`config.mk`:
```
export PLATFORM = sky130hd
export DESIGN_NAME = sram_access_ctrl
export DESIGN_NICKNAME = d
export VERILOG_FILES = /design/src/rtl/sram_access_ctrl.sv
export SDC_FILE = /design/constraint.sdc
export NUM_CORES = 1
export LEC_CHECK = 0
export BUFFER_PORTS_ARGS = -buffer_cell sky130_fd_sc_hd__buf_2
export CORE_MARGIN = 3
export CORE_UTILIZATION = 43
export DETAILED_ROUTE_END_ITERATION = 7
export GPL_TIMING_DRIVEN = 0
export PLACE_DENSITY = 0.73
export SYNTH_ARGS = -nofsm -noshare
export SYNTH_HDL_FRONTEND = slang
export SYNTH_SLANG_ARGS = --single-unit
```
`constraint.sdc`:
```
create_clock -name clk -period 1.35 [get_ports clk]
set_input_delay 0.135 -clock clk [delete_from_list [all_inputs] [get_ports clk]]
set_output_delay 0.135 -clock clk [all_outputs]
set_load 0.01 [all_outputs]
```
`src/rtl/sram_access_ctrl.sv`:
```
// Access sequencer for a row-organised 6T SRAM array: precharge, word line, write/sense, recovery.
// Optional write-verify read-back is enabled by defining SRAM_CTRL_WRITE_VERIFY_EN.
module sram_access_ctrl #(
  parameter int ADDR_W  = 3,
  parameter int DATA_W  = 8,
  parameter int PRE_CYC = 1,
  parameter int WL_CYC  = 2
) (
  input  logic                     clk,
  input  logic                     rst,
  input  logic                     req,
  output logic                     rdy,
  input  logic                     we,
  input  logic [ADDR_W-1:0]        addr,
  input  logic [DATA_W-1:0]        wdata,
  output logic                     ack,
  output logic [DATA_W-1:0]        rdata,
  output logic                     err,
  output logic                     pre,
  output logic [(1<<ADDR_W)-1:0]   wl,
  output logic                     wen,
  output logic [DATA_W-1:0]        bl_drv,
  output logic                     sae,
  input  logic [DATA_W-1:0]        sa_out
);

  localparam int ROWS    = 1 << ADDR_W;
  localparam int CNT_MAX = (PRE_CYC > WL_CYC) ? PRE_CYC : WL_CYC;
  localparam int CNT_W   = (CNT_MAX > 1) ? $clog2(CNT_MAX) : 1;
  localparam logic [CNT_W-1:0] PRE_LAST = CNT_W'(PRE_CYC - 1);
  localparam logic [CNT_W-1:0] WL_LAST  = CNT_W'(WL_CYC - 1);

  typedef enum logic [2:0] {
    IDLE,
    PRECH,
    WLON,
    SENSE,
    RECOV
`ifdef SRAM_CTRL_WRITE_VERIFY_EN
    ,
    VPRE,
    VWL,
    VSENSE
`endif
  } state_t;

  state_t              state_q, state_d;
  logic [CNT_W-1:0]    cnt_q, cnt_d;
  logic [ADDR_W-1:0]   row_q, row_d;
  logic                we_q, we_d;
  logic [DATA_W-1:0]   wdata_q, wdata_d;

  logic                accept;
  logic                rdy_d, ack_d, err_d, pre_d, wen_d, sae_d;
  logic [ROWS-1:0]     wl_d;
  logic [DATA_W-1:0]   bl_drv_d, rdata_d;
  logic                wl_phase;

  // Outputs are computed from the next state so every array control comes straight off a flop.
  always_comb begin
    accept   = req & rdy;
    state_d  = state_q;
    cnt_d    = cnt_q + CNT_W'(1);
    row_d    = row_q;
    we_d     = we_q;
    wdata_d  = wdata_q;
    rdata_d  = rdata;
    err_d    = 1'b0;

    if (accept) begin
      row_d   = addr;
      we_d    = we;
      wdata_d = wdata;
    end

    case (state_q)
      IDLE: begin
        cnt_d = '0;
        if (accept) state_d = PRECH;
      end
      PRECH: begin
        if (cnt_q == PRE_LAST) begin
          state_d = WLON;
          cnt_d   = '0;
        end
      end
      WLON: begin
        if (cnt_q == WL_LAST) begin
          cnt_d = '0;
          if (!we_q) begin
            state_d = SENSE;
          end else begin
`ifdef SRAM_CTRL_WRITE_VERIFY_EN
            state_d = VPRE;
`else
            state_d = RECOV;
`endif
          end
        end
      end
      SENSE: begin
        state_d = RECOV;
        cnt_d   = '0;
        rdata_d = sa_out;
      end
`ifdef SRAM_CTRL_WRITE_VERIFY_EN
      VPRE: begin
        if (cnt_q == PRE_LAST) begin
          state_d = VWL;
          cnt_d   = '0;
        end
      end
      VWL: begin
        if (cnt_q == WL_LAST) begin
          state_d = VSENSE;
          cnt_d   = '0;
        end
      end
      VSENSE: begin
        state_d = RECOV;
        cnt_d   = '0;
        err_d   = (sa_out != wdata_q);
      end
`endif
      RECOV: begin
        cnt_d   = '0;
        state_d = accept ? PRECH : IDLE;
      end
      default: begin
        state_d = IDLE;
        cnt_d   = '0;
      end
    endcase

    wl_phase = (state_d == WLON) || (state_d == SENSE);
    pre_d    = (state_d == PRECH);
    sae_d    = (state_d == SENSE);
`ifdef SRAM_CTRL_WRITE_VERIFY_EN
    wl_phase = wl_phase || (state_d == VWL) || (state_d == VSENSE);
    pre_d    = pre_d || (state_d == VPRE);
    sae_d    = sae_d || (state_d == VSENSE);
`endif
    wl_d     = wl_phase ? (ROWS'(1) << row_d) : '0;
    wen_d    = (state_d == WLON) && we_d;
    bl_drv_d = wen_d ? wdata_d : '0;
    ack_d    = (state_d == RECOV);
    rdy_d    = (state_d == IDLE) || (state_d == RECOV);
  end

  always_ff @(posedge clk) begin
    if (rst) begin
      state_q <= IDLE;
      cnt_q   <= '0;
      row_q   <= '0;
      we_q    <= 1'b0;
      wdata_q <= '0;
      rdy     <= 1'b1;
      ack     <= 1'b0;
      err     <= 1'b0;
      rdata   <= '0;
      pre     <= 1'b0;
      wl      <= '0;
      wen     <= 1'b0;
      bl_drv  <= '0;
      sae     <= 1'b0;
    end else begin
      state_q <= state_d;
      cnt_q   <= cnt_d;
      row_q   <= row_d;
      we_q    <= we_d;
      wdata_q <= wdata_d;
      rdy     <= rdy_d;
      ack     <= ack_d;
      err     <= err_d;
      rdata   <= rdata_d;
      pre     <= pre_d;
      wl      <= wl_d;
      wen     <= wen_d;
      bl_drv  <= bl_drv_d;
      sae     <= sae_d;
    end
  end

endmodule

```
# Yosys cells after proc, flatten, opt, wreduce, memory -nomap -nowiden
# Index checks and enable logic that the tools add are counted.
dict set report word_totals {
  reg_bits 45
  in_bits 23
  output_inout_bits 30
  wordCells 45
}
dict set report classes {
  add_sub_neg 1
  n_eq_ne 8
  n_shift 1
  n_mux 12
  bitwise 3
  reduce_logical 7
}
# cell count
set op_table {}
lappend op_table {{$mux W3} 5}
lappend op_table {{$pmux W3 S5} 1}
lappend op_table {{$eq A3 B2 Y1 const B} 4}
lappend op_table {{$mux W8} 1}
lappend op_table {{$shl A1 B3 Y8 const A} 1}
lappend op_table {{$eq A3 B1 Y1 const B} 2}
lappend op_table {{$eq A3 B3 Y1 const B} 2}
lappend op_table {{$logic_not A3 Y1} 2}
lappend op_table {{$mux W1} 4}
lappend op_table {{$reduce_or A2 Y1} 2}
lappend op_table {{$logic_or A1 B1 Y1} 2}
lappend op_table {{$not A1 Y1} 2}
lappend op_table {{$pmux W1 S2} 1}
lappend op_table {{$add A1 B1 Y1 const B} 1}
lappend op_table {{$and A1 B1 Y1} 1}
lappend op_table {{$logic_and A1 B1 Y1} 1}

# Logic depth before layout (Yosys ltp)
# Gate-level depths: netlist (run 1).
dict set report logic_depth {
  depth_word 7
  mapped_depth 6
  ltp_nobuf 5
}

# Worst setup path after synthesis (run 1)
# Ideal clock, no wire load.
dict set report synth_timing {
  kind {reg2reg}
  start {reg state_q[0]}
  end {reg bl_drv[0]}
  arrival_ns 1.298
  required_time_ns 1.286
  slack_ns -0.013
  stages_incl_launch_ff 6
  n_path_buf 1
  synth_period_minus_slack_ns 1.363
  path_cell_list {dfxtp_1 > xor2_1 > nand2b_1 > or4_1 > buf_2 > nor2_1}
}
dict set report synth_via {
  elab_chain_cells 6
}
# item line_no
set synth_lines {}
lappend synth_lines {{start, declared} 47} ;# state_t state_q, state_d;
lappend synth_lines {{start signal, assigned} 167} ;# state_q <= state_d;
lappend synth_lines {{$eq A3 B3 Y1, or another cell as far along} 76} ;# case (state_q)
lappend synth_lines {{$pmux W3 S5 (*)} 76}
lappend synth_lines {{$eq A3 B2 Y1 (*)} 144} ;# wen_d = (state_d == WLON) && we_d;
lappend synth_lines {{$logic_and A1 B1 Y1 (*)} 144}
lappend synth_lines {{$not A1 Y1 (no source line) (*)} -}
lappend synth_lines {{$reduce_or A2 Y1 (no source line) (*)} -}
lappend synth_lines {{end signal, assigned} 179} ;# bl_drv <= bl_drv_d;
lappend synth_lines {{end, declared} 22} ;# output logic [DATA_W-1:0] bl_drv,
# Every way passes the cells marked *; elsewhere a longest branch is shown, timed or not.
# A chain may end at the register's enable or synchronous reset.

# Final worst setup path (run 1)
dict set report layout_timing {
  start {reg rdy}
  end {reg bl_drv[5]}
}
dict set report layout_via {
  elab_chain_cells 7
}
# item line_no
set layout_lines {}
lappend layout_lines {{start, declared} 12} ;# output logic rdy,
lappend layout_lines {{start signal, assigned} 172} ;# rdy <= rdy_d;
lappend layout_lines {{$and A1 B1 Y1 (*)} 61} ;# accept = req & rdy;
lappend layout_lines {{$mux W1 or $mux W3 (tied branches)} {127, 79}}
lappend layout_lines {{$pmux W3 S5} 76}
lappend layout_lines {{$eq A3 B2 Y1} 144}
lappend layout_lines {{$logic_and A1 B1 Y1} 144}
lappend layout_lines {{$not A1 Y1 (no source line)} -}
lappend layout_lines {{$reduce_or A2 Y1 (no source line)} -}
# Marks and branches as above.

==> impl_metrics.toml, run 1 <==
[status]
outcome = "complete, but fails checks"
violations = "negative setup slack"

[timing]
fin_ws_ns = -0.03691
fin_skew_ns = 0.02103
setup_violations = 8
hold_viol = 0
slew_violations = 0
rsz0062_at_grt = "yes"
layout_min_cycle_time_ns = 1.387
min_period_over_period_pct = 102.7
max_slew_margin_pct = 65.59
max_slew.worst_pin.slew_ns = 0.5162
fmax_mhz = 721.0

[worst_setup_path]
path_delay_family = "simple AND/OR/NAND/NOR gates"
critPathBufInv = 1
worstPathCellList = "nand2_4 -> mux2i_1 -> or4_4 -> buf_6 -> nor2_1"
rr_worst_depth = 5
worst-setup-path-type = "reg2reg"
critPathArrivalTime_ns = 1.69
critPathLaunchType = "flip-flop"
max_stage_delay_ns = 0.52
crit_path_end_kind = "flip-flop"
r2r_end = "bl_drv[5]"
cp_slowest_cell = "or4_4"
r2r_start = "rdy"
worstPathMaxFanout = 5
critPathRequiredTime_ns = 1.65
r2r_slack_ns = -0.04

[worst_hold_path]
hold_path_class = "in2reg"
worstHoldPathCells = 3
min_from = "sa_out[1]"
min_to = "rdata[1]"

[synthesis]
synth-seq-cells = 45
yosysTopAreaCellShare_pct = 60.20
synth_area_leader_cell = "dfxtp_1"
synthArstFlopShare_pct = 0
synth_cells = 157
synth_nets = 180
synth-main-ff-cell = "dfxtp_1"
synth_warnings = 0
synthTopCellsByCount = "dfxtp_1 (45), nor2_1 (22), nand2_1 (14)"
syn_avg_cell_area_sq_um = 9.531
synth_edf_count = 0
syn_area_sq_um = 1496
ys_top_cells_by_area = "dfxtp_1 (60%), mux2i_1 (6.7%), nor2_1 (5.5%)"
synth.most_common_cell = "dfxtp_1"
ys_types = 23
synth-seq-area-share_pct = 60.20

[power]
leakage_nw = 0.9494
peakVddDrop_uv = 1191
power_density_nw_per_um2 = 1587

[placement]
routabilityCongestion = 0.7853
place_area_sq_um = 1803
dp_hpwl_um = 2152
port_buffers = 50

[clock_tree]
h-tree-depth = 2
cts_tree = "built"
numCtsBuffers = 5
path_clk_slew_ns = 0.13
cts_root_buf = "clkbuf_4"
clock_sinks = 45
clock_path_buffers = 2
clk_latency_ns = 0.36

[final_layout]
drive_gt1_share_pct = 35.56
num_antenna_cells = 0
final_util_pct = 63.31
area_growth_pct = 34.45
nets = 247
final_area_sq_um = 2012

[grt]
grt_overflow_total = 0
grt_pass1_vias = 1221
antenna_found_initial = 0
grt_max_degree = 15
grt_usage_pct = 16.45
grt_first_pass_wirelength_um = 5285

[job]
maxCapViolations = 0

[drt]
avgRoutedWirePerCell_um = 11.95
drc = 0
vias_per_cell = 4.736
via_count = 1274
ant_nets = 0
finalWirelength_um = 3215
drt-initial-drc-count = 29
dr.pass1.iters = 4

[floorplanning]
dieArea_sq_um = 4224
core_sq_um = 3178
dieWidth_um = 64.99
dieHeight_um = 64.99
io_pins = 53
initial_core_util_pct = 47.09
core.rowCount = 20
[worst min-delay path, stage by stage]
cell and delay, ns:
buf_2 0.09, nand3_1 0.05, a21oi_1 0.05
[layout make-up]
type | count | area (sq um)
multi-input cells | 98 | 563.0
clock inverters | 2 | 13.76
fillers | 282 | 1166
plain buffers | 9 | 57.56
clock buffers | 6 | 51.30
flip-flops and latches | 45 | 909.6
repair buffers | 61 | 346.6
well taps | 44 | 55.05
inverters | 4 | 15.01
[sequential cells by signal, indices dropped and copies added, names as in the netlist, 3 cells and up]
name	flops
bl_drv	8
rdata	8
wdata_q	8
wl	8
row_q	3
state_q	3
[layer usage]
layer | track usage (%) | vias up | wire (um)
li1 | - | 660 | -
met1 | 18.81 | 574 | 1466
met2 | 26.82 | 35 | 1536
met3 | 7.106 | 5 | 183
met4 | 6.596 | 0 | 29
met5 | 0 | - | 0
[worst max-delay path by stage]
| stage | from | end | cells past startpoint |
|---|---|---|---|
| global route | rdy | bl_drv[5] | 5 |
| global placement | state_q[1] | rdata[4] | 5 |
| CTS | state_q[0] | bl_drv[3] | 5 |
| detailed placement | state_q[1] | rdata[4] | 5 |
| finish | rdy | bl_drv[5] | 5 |
| floorplan | state_q[1] | bl_drv[0] | 5 |
[placed cells by master, fill, tap and decap left out, drive strengths merged]
master       synthesis  layout
or4                  1       1
nor2b                1       1
nand4bb              1       1
dlygate4sd3          0       4
nand3               11      11
buf                  4      62
nand2               14      14
a31oi                4       4
mux2i               10      10
clkinv               0       2
nor3b                2       2
o31a                 1       1
a211o                1       1
nor3                11      11
a21oi               13      13
mux2                 1       1
clkbuf               6      10
inv                  4       4
dfxtp               45      45
nor4                 1       1
conb                 1       1
nand2b               2       2
xor2                 1       1
nor2                22      22
[timing repair]
action | 4_1_cts | 5_1_grt
hold buffers | 4 | 0
gates cloned | 1 | 0
endpoints found under the hold margin | 4 | 0
pin swaps | 9 | 0
setup buffers | 6 | 0
resized for setup | 14 | 8
setup endpoints to repair | 39 | 35
[through the flow]
step	hold slack, ns	TNS (ns)	worst slack, ns	std cells	total power [W]
floorplan	0.2825	0	0.001054	157	0.002127
detailed placement	0.3954	-4.086	-0.1792	251	0.002351
CTS	0.0005149	-0.08479	-0.01986	269	0.003166
finish	0.01004	-0.1946	-0.03691	269	0.003193
global placement	0.3903	-3.747	-0.1478	251	0.002338
global route	0.01354	-1.548	-0.1213	269	0.003397
[cell families (layout without fill, tap and decap cells)]
logic type,Yosys count,in the layout,synth area share (%)
XOR/XNOR,1,1,0.5854
buffers and inverters,14,82,4.013
flip-flops,45,45,60.20
multiplexers,11,11,7.442
other,1,1,0.2506
AO/OA/AOI/OAI,19,19,7.190
AND/OR/NAND/NOR,66,66,20.32
[where the power goes]
| group | internal [W] | switching [W] |
|---|---|---|
| logic | 0.000413 | 0.000518 |
| clock network | 0.000254 | 0.000419 |
| registers | 0.00150 | 0.0000864 |
| total | 0.00217 | 0.00102 |
Note: power is estimated with default switching activity, not from simulation.
==> run 2: changes to the inputs <==
--- a/config.mk
+++ b/config.mk
@@ -5,6 +5,7 @@
 export SDC_FILE = /design/constraint.sdc
 export NUM_CORES = 1
 export LEC_CHECK = 0
+export ABC_AREA = 1
 export BUFFER_PORTS_ARGS = -buffer_cell sky130_fd_sc_hd__buf_2
 export CORE_MARGIN = 3
 export CORE_UTILIZATION = 43
==> run 2 against run 1 <==
The flow now finishes without violations. Combinational power shrank 71%. Via count shrank 3.5%. Core utilization shrank 1.7 points. Design area shrank 1.9%. Critical endpoint is now wl[5].
==> impl_metrics.toml, run 2 <==
[drt]
drt-initial-drc-count = 67
drc = 0
avgRoutedWirePerCell_um = 10.80
dr.pass1.iters = 4
ant_nets = 0
via_count = 1230
vias_per_cell = 4.377
finalWirelength_um = 3035

[worst_setup_path]
crit_start = "rdy"
max_stage_delay_ns = 0.39
r2r_end = "wl[5]"
r2r_start = "rdy"
worst-setup-path-type = "reg2reg"
crit_path_end_kind = "flip-flop"
rr_worst_depth = 4
worstPathMaxFanout = 5
worstPathCellList = "nand2_2 -> o21ai_0 -> nand3b_2 -> nor2_1"
cp_slowest_cell = "dfxtp_1"
path_delay_family = "flip-flops"
critPathBufInv = 0
critPathLaunchType = "flip-flop"
r2r_slack_ns = 0.17
critPathArrivalTime_ns = 1.43
critPathRequiredTime_ns = 1.60

[synthesis]
synth-main-ff-cell = "dfxtp_1"
yosysTopAreaCellShare_pct = 59.36
synth_edf_count = 0
synth-seq-area-share_pct = 59.36
synth_area_leader_cell = "dfxtp_1"
ys_top_cells_by_area = "dfxtp_1 (59%), nor2_1 (13%), mux2i_1 (5.3%)"
synth_cells = 172
ys_types = 21
synth.most_common_cell = "nor2_1"
synthArstFlopShare_pct = 0
syn_area_sq_um = 1518
synthTopCellsByCount = "nor2_1 (52), dfxtp_1 (45), nand2_1 (21)"
synth_warnings = 0
synth_nets = 195
synth-seq-cells = 45
syn_avg_cell_area_sq_um = 8.824

[timing]
setup_violations = 0
whs_ns = 0.01854
rsz0062_at_grt = "no"
fmax_mhz = 850.9
hold_viol = 0
layout_min_cycle_time_ns = 1.175
min_period_over_period_pct = 87.06
tns_ns = 0
slew_violations = 0
fin_skew_ns = 0.01625

[final_layout]
nets = 259
layout_commonest_cell = "nor2_1"
area_growth_pct = 30.01
final_cell_mix = "nor2_1 (52), buf_2 (51), dfxtp_1 (45), nand2_1 (21), inv_1 (14)"
num_antenna_cells = 0
drive_gt1_share_pct = 29.54

[power]
leakage_nw = 1.022
peakVddDrop_uv = 710.5
power.total_w = 0.002466
power_density_nw_per_um2 = 1250

[clock_tree]
clk_latency_ns = 0.36
cts_tree = "built"
clock_path_buffers = 2
numCtsBuffers = 5
cts_root_buf = "clkbuf_4"
path_clk_slew_ns = 0.11
cts_resized = 0
h-tree-depth = 2
post_cts_buffers = 0
clock_sinks = 45

[grt]
grt_first_pass_wirelength_um = 5340
grt_overflow_total = 0
grt_max_degree = 15
grt_pass1_vias = 1284
antenna_found_initial = 0
grt_usage_pct = 16.71

[placement]
routabilityCongestion = 0.8874
port_buffers = 50
dp_hpwl_um = 2243

[floorplanning]
dieHeight_um = 65.41
dieWidth_um = 65.41
dieArea_sq_um = 4278
core_sq_um = 3203
initial_core_util_pct = 47.38
io_pins = 53
core.rowCount = 20

[status]
outcome = "finished, final reports clean"

[job]
maxCapViolations = 0

[worst_hold_path]
hold_path_class = "in2reg"
min_to = "rdata[1]"
worstHoldPathCells = 3
min_from = "sa_out[1]"
[run 2: worst min-delay path: stages]
cell	delay [ns]
buf_2	0.08
nor2_1	0.03
nor2_1	0.08
[run 2: cell type report]
cell class | count | area [sq um]
fillers | 304 | 1230
inverters | 15 | 56.30
repair buffers | 57 | 320.3
well taps | 44 | 55.05
plain buffers | 5 | 38.79
flip-flops and latches | 45 | 900.9
clock buffers | 6 | 41.29
multi-input cells | 107 | 521.8
clock inverters | 2 | 38.79
[run 2: kinds of logic after synthesis]
logic type,after synthesis,share of synthesized area [%]
AO/OA/AOI/OAI,12,3.957
buffers and inverters,20,6.265
flip-flops,45,59.36
multiplexers,8,5.276
other,1,0.2471
AND/OR/NAND/NOR,86,24.90
[run 2: per-layer routing]
layer	vias to the layer above	global-route usage, %	share of wire (%)
met1	528	17.29	43
li1	654	-	-
met2	46	28.95	48
met3	2	8.205	8.9
met4	0	6.218	0.69
met5	-	0	0
[run 2: what timing repair did]
item                                   4_1_cts  5_1_grt
setup endpoints to repair                    0        0
endpoints found under the hold margin       14        0
hold buffers                                 7        0
[run 2: how the worst max path moves through the flow]
stage | end | slack (ns) | cells past startpoint
detailed placement | wl[5] | 0.18 | 4
floorplan | wl[4] | 0.24 | 4
global route | rdata[0] | 0.008 | 6
finish | wl[5] | 0.17 | 4
global placement | rdata[6] | 0.20 | 5
CTS | bl_drv[2] | 0.17 | 7
[run 2: through the flow]
stage | cells | setup slack, ns | area, sq um | util (%)
global route | 281 | 0.008252 | 1973 | 61.60
CTS | 281 | 0.1724 | 1973 | 61.60
floorplan | 172 | 0.2374 | 1518 | -
finish | 281 | 0.1747 | 1973 | 61.60
global placement | 266 | 0.2017 | 1823 | 56.91
detailed placement | 266 | 0.1767 | 1823 | 56.91
[run 2: power by group]
group	total (W)	internal (W)	leakage (nW)	switching, W
clock	0.000802	0.000395	0.0424	0.000407
combinational	0.000268	0.000115	0.614	0.000153
sequential	0.00140	0.00138	0.366	0.0000194
total	0.00247	0.00189	1.02	0.000579
